==> src/rtl/icache_axi_pkg.sv <==
// Shared types and AXI constants for the icache line-fill reader.
package icache_axi_pkg;

  localparam int unsigned LINE_WORDS_DEF = 8;

  localparam logic [1:0] BURST_INCR = 2'b01;
  localparam logic [2:0] SIZE_4B    = 3'b010;
  localparam logic [1:0] RESP_OKAY  = 2'b00;

  typedef enum logic [1:0] {
    ST_IDLE,
    ST_AR,
    ST_R,
    ST_DONE
  } rd_state_e;

endpackage

==> src/rtl/icache_axi_reader.sv <==
// Issues one INCR burst per icache line fill, collects the R beats into a
// line buffer and hands the whole line back with a one-cycle grant.
module icache_axi_reader
  import icache_axi_pkg::*;
#(
  parameter int unsigned LINE_WORDS = LINE_WORDS_DEF,
  parameter logic [3:0]  AXI_ID     = 4'd0
) (
  input  logic        clk,
  input  logic        rst,
  input  logic        cache_rd_req,
  input  logic [31:0] cache_addr,
  output logic        cache_gnt,
  output logic [31:0] line_data [0:LINE_WORDS-1],
  output logic        line_err,
  output logic [3:0]  arid,
  output logic [31:0] araddr,
  output logic [7:0]  arlen,
  output logic [2:0]  arsize,
  output logic [1:0]  arburst,
  output logic        arvalid,
  input  logic        arready,
  input  logic [31:0] rdata,
  input  logic [1:0]  rresp,
  input  logic        rlast,
  input  logic        rvalid,
  output logic        rready
);

  localparam int unsigned   CW   = (LINE_WORDS > 1) ? $clog2(LINE_WORDS) : 1;
  localparam logic [CW-1:0] LAST = CW'(LINE_WORDS - 1);

  rd_state_e     state_q, state_d;
  logic [CW-1:0] cnt_q;
  logic          err_q;
  logic          full_q;

  logic unused_addr_bits;
  assign unused_addr_bits = ^cache_addr[4:0];

  assign arid    = AXI_ID;
  assign arlen   = 8'(LINE_WORDS - 1);
  assign arsize  = SIZE_4B;
  assign arburst = BURST_INCR;

  always_comb begin
    state_d   = state_q;
    arvalid   = 1'b0;
    rready    = 1'b0;
    cache_gnt = 1'b0;
    line_err  = 1'b0;
    unique case (state_q)
      ST_IDLE: if (cache_rd_req) state_d = ST_AR;
      ST_AR: begin
        arvalid = 1'b1;
        if (arready) state_d = ST_R;
      end
      ST_R: begin
        rready = 1'b1;
        if (rvalid && rlast) state_d = ST_DONE;
      end
      ST_DONE: begin
        cache_gnt = 1'b1;
        line_err  = err_q;
        state_d   = ST_IDLE;
      end
      default: state_d = ST_IDLE;
    endcase
  end

  // full_q marks that the last slot has been written, so that a further beat
  // at the saturated counter is recognised as an overrun.
  always_ff @(posedge clk or negedge rst) begin
    if (!rst) begin
      state_q <= ST_IDLE;
      araddr  <= '0;
      cnt_q   <= '0;
      err_q   <= 1'b0;
      full_q  <= 1'b0;
      for (int unsigned i = 0; i < LINE_WORDS; i++) line_data[i] <= '0;
    end else begin
      state_q <= state_d;
      unique case (state_q)
        ST_IDLE: begin
          if (cache_rd_req) begin
            araddr <= {cache_addr[31:5], 5'b0};
            cnt_q  <= '0;
            err_q  <= 1'b0;
            full_q <= 1'b0;
          end
        end
        ST_R: begin
          if (rvalid) begin
            line_data[cnt_q] <= rdata;
            if (rresp != RESP_OKAY) err_q <= 1'b1;
            if (cnt_q == LAST) begin
              if (full_q) err_q <= 1'b1;
              full_q <= 1'b1;
            end else begin
              cnt_q <= cnt_q + 1'b1;
            end
            if (rlast && (cnt_q != LAST)) err_q <= 1'b1;
          end
        end
        default: ;
      endcase
    end
  end

endmodule

==> config.mk <==
export PLATFORM = sky130hd
export DESIGN_NAME = icache_axi_reader
export DESIGN_NICKNAME = d
export VERILOG_FILES = /design/src/rtl/icache_axi_pkg.sv /design/src/rtl/icache_axi_reader.sv
export SDC_FILE = /design/constraint.sdc
export NUM_CORES = 1
export LEC_CHECK = 0
export CAP_MARGIN = 20
export CORE_ASPECT_RATIO = 0.8
export CORE_MARGIN = 1
export CORE_UTILIZATION = 35
export DETAILED_ROUTE_END_ITERATION = 8
export GPL_TIMING_DRIVEN = 0
export PLACE_DENSITY = 0.64
export SLEW_MARGIN = 40
export SYNTH_ARGS = -nofsm -noshare
export SYNTH_HDL_FRONTEND = slang
export SYNTH_SLANG_ARGS = --single-unit
==> constraint.sdc <==
create_clock -name clk -period 3.3 [get_ports clk]
set_clock_uncertainty 0.1 [all_clocks]
set_input_delay 0.495 -clock clk [delete_from_list [all_inputs] [get_ports clk]]
set_output_delay 0.495 -clock clk [all_outputs]
set_load 0.03 [all_outputs]
==> impl_metrics.yaml, run 1 <==
layout:
  final_cell_area_um2: 16380
  finalNonFillerCells: 1522
  area_delta_synth_final_pct: 47.48
  final_layout_size_suffix_gt1_share_pct: 34.08
  layout.nets: 1165
  antenna_cells: 0
clock_network:
  cts_root_buffer: "clkbuf_16"
  clock_sinks: 290
  cts_max_level: 1
  cts_tree: "built"
  clock_latency_ns: 0.55
  cts_buffer_depth: 3
  path_clk_slew_ns: 0.06
  post_cts_resized: 0
  cts_buffers: 30
sta:
  fin_crit_sh_pct: 79.83
  fin_setup_tns_ns: 0
  finalHoldViolCount: 0
  maxSlewHeadroom_pct: 62.38
  setup_viol: 0
  max_slew.worst_pin.slew_ns: 0.5643
  max_freq_ghz: 0.3796
  rsz0062_at_grt: "no"
  min_period_ns: 2.634
  drv_slew: 0
  holdWs_ns: 0.3076
yosys:
  yosys_register_bits: 290
  yosys.area.top_type_share_pct: 65.32
  seq_area_frac_synth_pct: 65.32
  yosys.area_share.simple_pct: 1.352
  synth_cells: 676
  yosysWarnings: 0
  netlist-cell-type-count: 26
  yosys.area_share.xor_xnor_pct: 0
  synth-compound-area-share_pct: 0.5406
  yosysTopAreaCell: "dfrtp_1"
  netlist_area_um2: 11110
  syn_avg_cell_area_um2: 16.43
  synth_area_leaders: "dfrtp_1, mux2_2, buf_4"
  yosys-mux-area-fraction_pct: 29.07
  synth_fa_ha_area_share_pct: 0.7884
  synth_top_family_by_area: "multiplexers"
critical_path:
  arrival_ns: 2.04
  end_kind: "output port"
  reg2reg_depth: 6
  path_class: "flip-flop to output port"
  cp_max_fo: 6
  critPathRequiredTime_ns: 2.70
  regToRegEndpoint: "line_data[199]"
  worstSetupStartpoint: "state_q[0]"
  r2r_setup_slack_ns: 0.91
  reg2reg_from: "state_q[0]"
  crit_path_start_kind: "flip-flop"
routing:
  antenna_left: 0
  wl_per_cell_um: 19.58
  first_pass_iters: 4
  remaining_drc_errors: 0
  drt-vias-per-instance: 4.677
  first_iter_violations: 197
  num_vias: 7119
  wl_um: 29810
pwr:
  total_power_w: 0.01543
  peakVddDrop_mv: 0.5940
  swShare_pct: 36.58
  power_density_nw_per_um2: 941.6
  intPower_w: 0.009784
  power_frac_seq_pct: 34.3
  power.share.combinational_pct: 43.2
  leakage_nw: 7.555
  pwr-share-clk_pct: 22.4
  p_switching_w: 0.005643
global_route:
  grtUsageMet1_pct: 24.52
  antenna_found_initial: 0
  overflow: 0
  grt_util_all_layers_pct: 18.42
  grt_max_degree: 74
  met2_usage_pct: 28.23
  globalRoute.busiestLayer: "met2"
  met3_usage_pct: 7.446
  grt_pass1_vias: 7410
  grt_pass1_wl_um: 46060
job:
  maxCapViolations: 0
place:
  place_hpwl_um: 20730
  dp_cells: 1466
  gp_congestion: 0.7272
  placed_area_um2: 15350
  port_buffers: 353
die:
  std_cell_rows: 57
  core-area_um2: 30810
  die_x_um: 201.2
  boundaryPins: 381
  die_y_um: 161.4
  initial_core_util_pct: 36.06
  die_area_um2: 32460
worst_hold_path:
  min_path_type: "primary input to async pin"
outcome:
  outcome: "finished clean"
-- worst max-delay path by stage --
stage / to
floorplan: line_data[161]
global placement: line_data[173]
detailed placement: line_data[220]
CTS: rready
global route: rready
finish: rready
-- cells in the final DEF (no fill, tap or decap), drive strengths merged, types with 2 or more instances in the layout --
master,count
clkdlybuf4s50,352
dfrtp,290
mux2,285
buf,53
clkbuf,47
conb,22
ha,7
clkinv,7
nor2,6
nand2,6
inv,4
nand3,4
nor2b,4
nand2b,3
nor3,2
mux2i,2
o21ai,2
bufinv,2
a211oi,2
-- what timing repair did --
action | 4_1_cts | 5_1_grt
setup buffers | 0 | 0
hold buffers | 1 | 0
endpoints found under the hold margin | 33 | 0
-- sequential cells by signal (all words and copies together), names as in the netlist --
name and cells:
line_data 256, full_q 1, cnt_q 3, err_q 1
state_q 2, araddr 27
-- per-stage QoR --
step | setup WS, ns | util, %
2_1_floorplan | 1.182 | -
3_3_place_gp | -11.49 | 49.45
3_5_place_dp | 0.4342 | 49.82
4_1_cts | 0.6113 | 53.18
5_1_grt | 0.5407 | 53.18
6_report | 0.6657 | 53.18
-- worst max-delay path, cell delays in order, from the launching register on --
cell	delay (ns)
dfrtp_1	0.42
inv_1	0.09
ha_1	0.26
clkdlybuf4s50_1	0.72
-- per-layer routing --
| layer | share of wire, % | wire, µm |
|---|---|---|
| met2 | 45 | 13370 |
| met1 | 44 | 13160 |
| met5 | 0 | 0 |
| met3 | 9.4 | 2794 |
| met4 | 1.6 | 474 |
-- power groups by stage --
| stage | Sequential (W) | Combinational [W] | Clock, W |
|---|---|---|---|
| 6_report | 0.00530 | 0.00667 | 0.00346 |
| 5_1_grt | 0.00547 | 0.00696 | 0.00371 |
| 4_1_cts | 0.00532 | 0.00674 | 0.00356 |
| 3_5_place_dp | 0.00536 | 0.00672 | 0 |
| 3_3_place_gp | 0.00532 | 0.00667 | 0 |
| 2_1_floorplan | 0.00757 | 0.00147 | 0 |
-- cell families (layout without fill, tap and decap cells) --
logic type | Yosys count | count (layout)
muxes | 287 | 287
AOI/OAI and AO/OA | 8 | 8
adders and majority gates | 7 | 7
DFF | 290 | 290
other | 2 | 22
buffers and inverters | 54 | 467
and+or+nand+nor | 28 | 28
-- cells in the mapped netlist --
cell / instances
nand2b_1: 3
nor2_1: 6
a31oi_1: 1
clkbuf_1: 2
nand2_1: 6
nand3b_1: 1
inv_1: 4
conb_1: 2
buf_4: 22
o32a_1: 1
ha_1: 7
a211oi_2: 1
nor3b_1: 1
nor3_2: 2
mux2_1: 13
nor2b_1: 4
a2111oi_0: 1
dfrtp_1: 290
and2_1: 1
nand3_1: 4
o21ai_0: 2
a21oi_1: 1
a211oi_1: 1
buf_2: 26
mux2_2: 272
mux2i_1: 2
-- cell type report --
| cell class | count | area (µm²) |
|---|---|---|
| Buffer | 50 | 302.8 |
| Clock buffer | 45 | 918.4 |
| Clock inverter | 10 | 106.4 |
| Fill cell | 2652 | 14430 |
| Inverter | 4 | 15.01 |
| Multi-Input combinational cell | 352 | 3610 |
| Sequential cell | 290 | 7257 |
| Tap cell | 413 | 516.7 |
| Timing Repair Buffer | 358 | 3659 |
Power figures use the tool's default switching activity.
==> run 2: changes to the inputs <==
PLACE_DENSITY = 0.67   (was 0.64)
clock period = 2.3 ns   (was 3.3 ns; I/O delays follow)
==> run 2 against run 1 <==
Effect of this change: global-route usage down 0.13 points; cell area up 0.57%; sequential share of layout area down 0.25 points; critical endpoint unchanged; die area unchanged; largest power group unchanged; highest routed layer unchanged; worst setup slack worse by 0.57 ns; critical path type unchanged; combinational power up 43%; non-clock buffer count up 2; sequential power up 43%; hold slack worse by 0.22 ns.
==> impl_metrics.yaml, run 2 (synthesis results as in run 1) <==
outcome:
  outcome: "finished clean"
die:
  initial_core_util_pct: 36.06
  std_cell_rows: 57
  core-area_um2: 30810
  boundaryPins: 381
  die_y_um: 161.4
  die_area_um2: 32460
  die_x_um: 201.2
layout:
  area_delta_synth_final_pct: 48.32
  largest_registers: "line_data (256), araddr (27), cnt_q (3)"
  antenna_cells: 0
  largest_reg_flops: 256
  final_common_cell: "clkdlybuf4s50_1"
  final_cell_mix: "clkdlybuf4s50_1, dfrtp_1, mux2_2"
  layout.nets: 1167
  final_cell_area_um2: 16480
  finalNonFillerCells: 1525
  final_layout_size_suffix_gt1_share_pct: 34.62
  regMostFlops: "line_data"
sta:
  drv_slew: 0
  max_freq_ghz: 0.4532
  max_slew.worst_pin.slew_ns: 0.5971
  fin_crit_sh_pct: 95.93
  finalHoldViolCount: 0
  rsz0062_at_grt: "yes"
  fin_setup_tns_ns: 0
  min_period_ns: 2.206
  maxSlewHeadroom_pct: 60.20
  setup_viol: 0
routing:
  first_iter_violations: 206
  wl_um: 29480
  antenna_left: 0
  wl_per_cell_um: 19.33
  first_pass_iters: 4
  remaining_drc_errors: 0
  drt-vias-per-instance: 4.607
  num_vias: 7025
global_route:
  globalRoute.busiestLayer: "met2"
  met3_usage_pct: 6.517
  grt_pass1_wl_um: 45660
  grt_pass1_vias: 7416
  met2_usage_pct: 29.24
  grt_max_degree: 74
  antenna_found_initial: 0
  grtUsageMet1_pct: 24.11
  grt_util_all_layers_pct: 18.29
  overflow: 0
pwr:
  leakage_nw: 7.582
  power_density_nw_per_um2: 1340
  peakVddDrop_mv: 0.8096
clock_network:
  cts_tree: "built"
  cts_buffers: 30
  cts_max_level: 1
  cts_buffer_depth: 3
  cts_root_buffer: "clkbuf_16"
  path_clk_slew_ns: 0.06
  clock_latency_ns: 0.55
  clock_sinks: 290
critical_path:
  end_kind: "output port"
  cp_max_fo: 6
  critPathRequiredTime_ns: 1.86
  arrival_ns: 1.76
  path_class: "flip-flop to output port"
  crit_path_start_kind: "flip-flop"
place:
  port_buffers: 353
  placed_area_um2: 15350
  dp_cells: 1466
  gp_congestion: 0.7613
  place_hpwl_um: 20590
worst_hold_path:
  min_path_type: "primary input to async pin"
job:
  maxCapViolations: 0
-- run 2: cell types whose count changed in the layout (fill, tap and decap cells not counted), sizes merged --
cell,before,now
clkbuf,47,59
buf,53,43
clkdlybuf4s50,352,348
dlygate4sd2,0,4
clkinv,7,8
clkinvlp,1,0
inv,4,5
-- run 2: worst max-delay path: stages (launching register included) --
cell	delay [ns]
dfrtp_1	0.41
inv_1	0.09
ha_1	0.25
dlygate4sd2_1	0.45
-- run 2: layer usage --
layer  up-vias  part of all wire, %
met5         -                    0
met4         0                  1.5
met3        35                  8.5
met2       251                   46
met1      3560                   44
li1       3179                    -
-- run 2: through the flow --
stage               hold WS, ns  total power, W  util (%)  setup slack (ns)
finish                  0.08560         0.02207     53.48           0.09355
global route            0.06842         0.02307     53.48          -0.03781
detailed placement      0.06718         0.01731     49.82           -0.3740
global placement         0.3664         0.01717     49.45            -12.03
floorplan              -0.05059         0.01297         -            0.1820
CTS                     0.05978         0.02232     53.19           -0.1285
-- run 2: repair_timing --
item / CTS / global route
hold buffers: 1 / 0
hold endpoints to repair: 78 / 0
pin swaps: 0 / 1
endpoints found under the setup margin: 164 / 158
resized for setup: 10 / 27
setup buffers: 0 / 2
-- run 2: final cells by class --
cell class / count / area [µm²]
Clock buffer: 45 / 908.4
Multi-Input combinational cell: 352 / 3642
Tap cell: 413 / 516.7
Clock inverter: 11 / 108.9
Inverter: 4 / 15.01
Timing Repair Buffer: 360 / 3669
Fill cell: 2631 / 14330
Sequential cell: 290 / 7257
Buffer: 50 / 360.3
-- run 2: where the power goes --
part	switching, W	internal, W	leakage (nW)
sequential	0.000842	0.00676	3.83
combinational	0.00526	0.00430	3.24
clock	0.00198	0.00294	0.511
-- run 2: final timing paths --
kind                                 from              to  slack (ns)  cells past startpoint
max                            state_q[0]          rready        0.09                      3
min                                   rst      araddr[17]        0.09                      2
max reg2reg                    state_q[0]   line_data[81]        0.12                      6
min reg2reg                  line_data[5]    line_data[5]        0.38                      1
max in group asynchronous             rst  line_data[173]        0.68                      5
min in group clk           cache_addr[16]      araddr[16]        0.30                      2
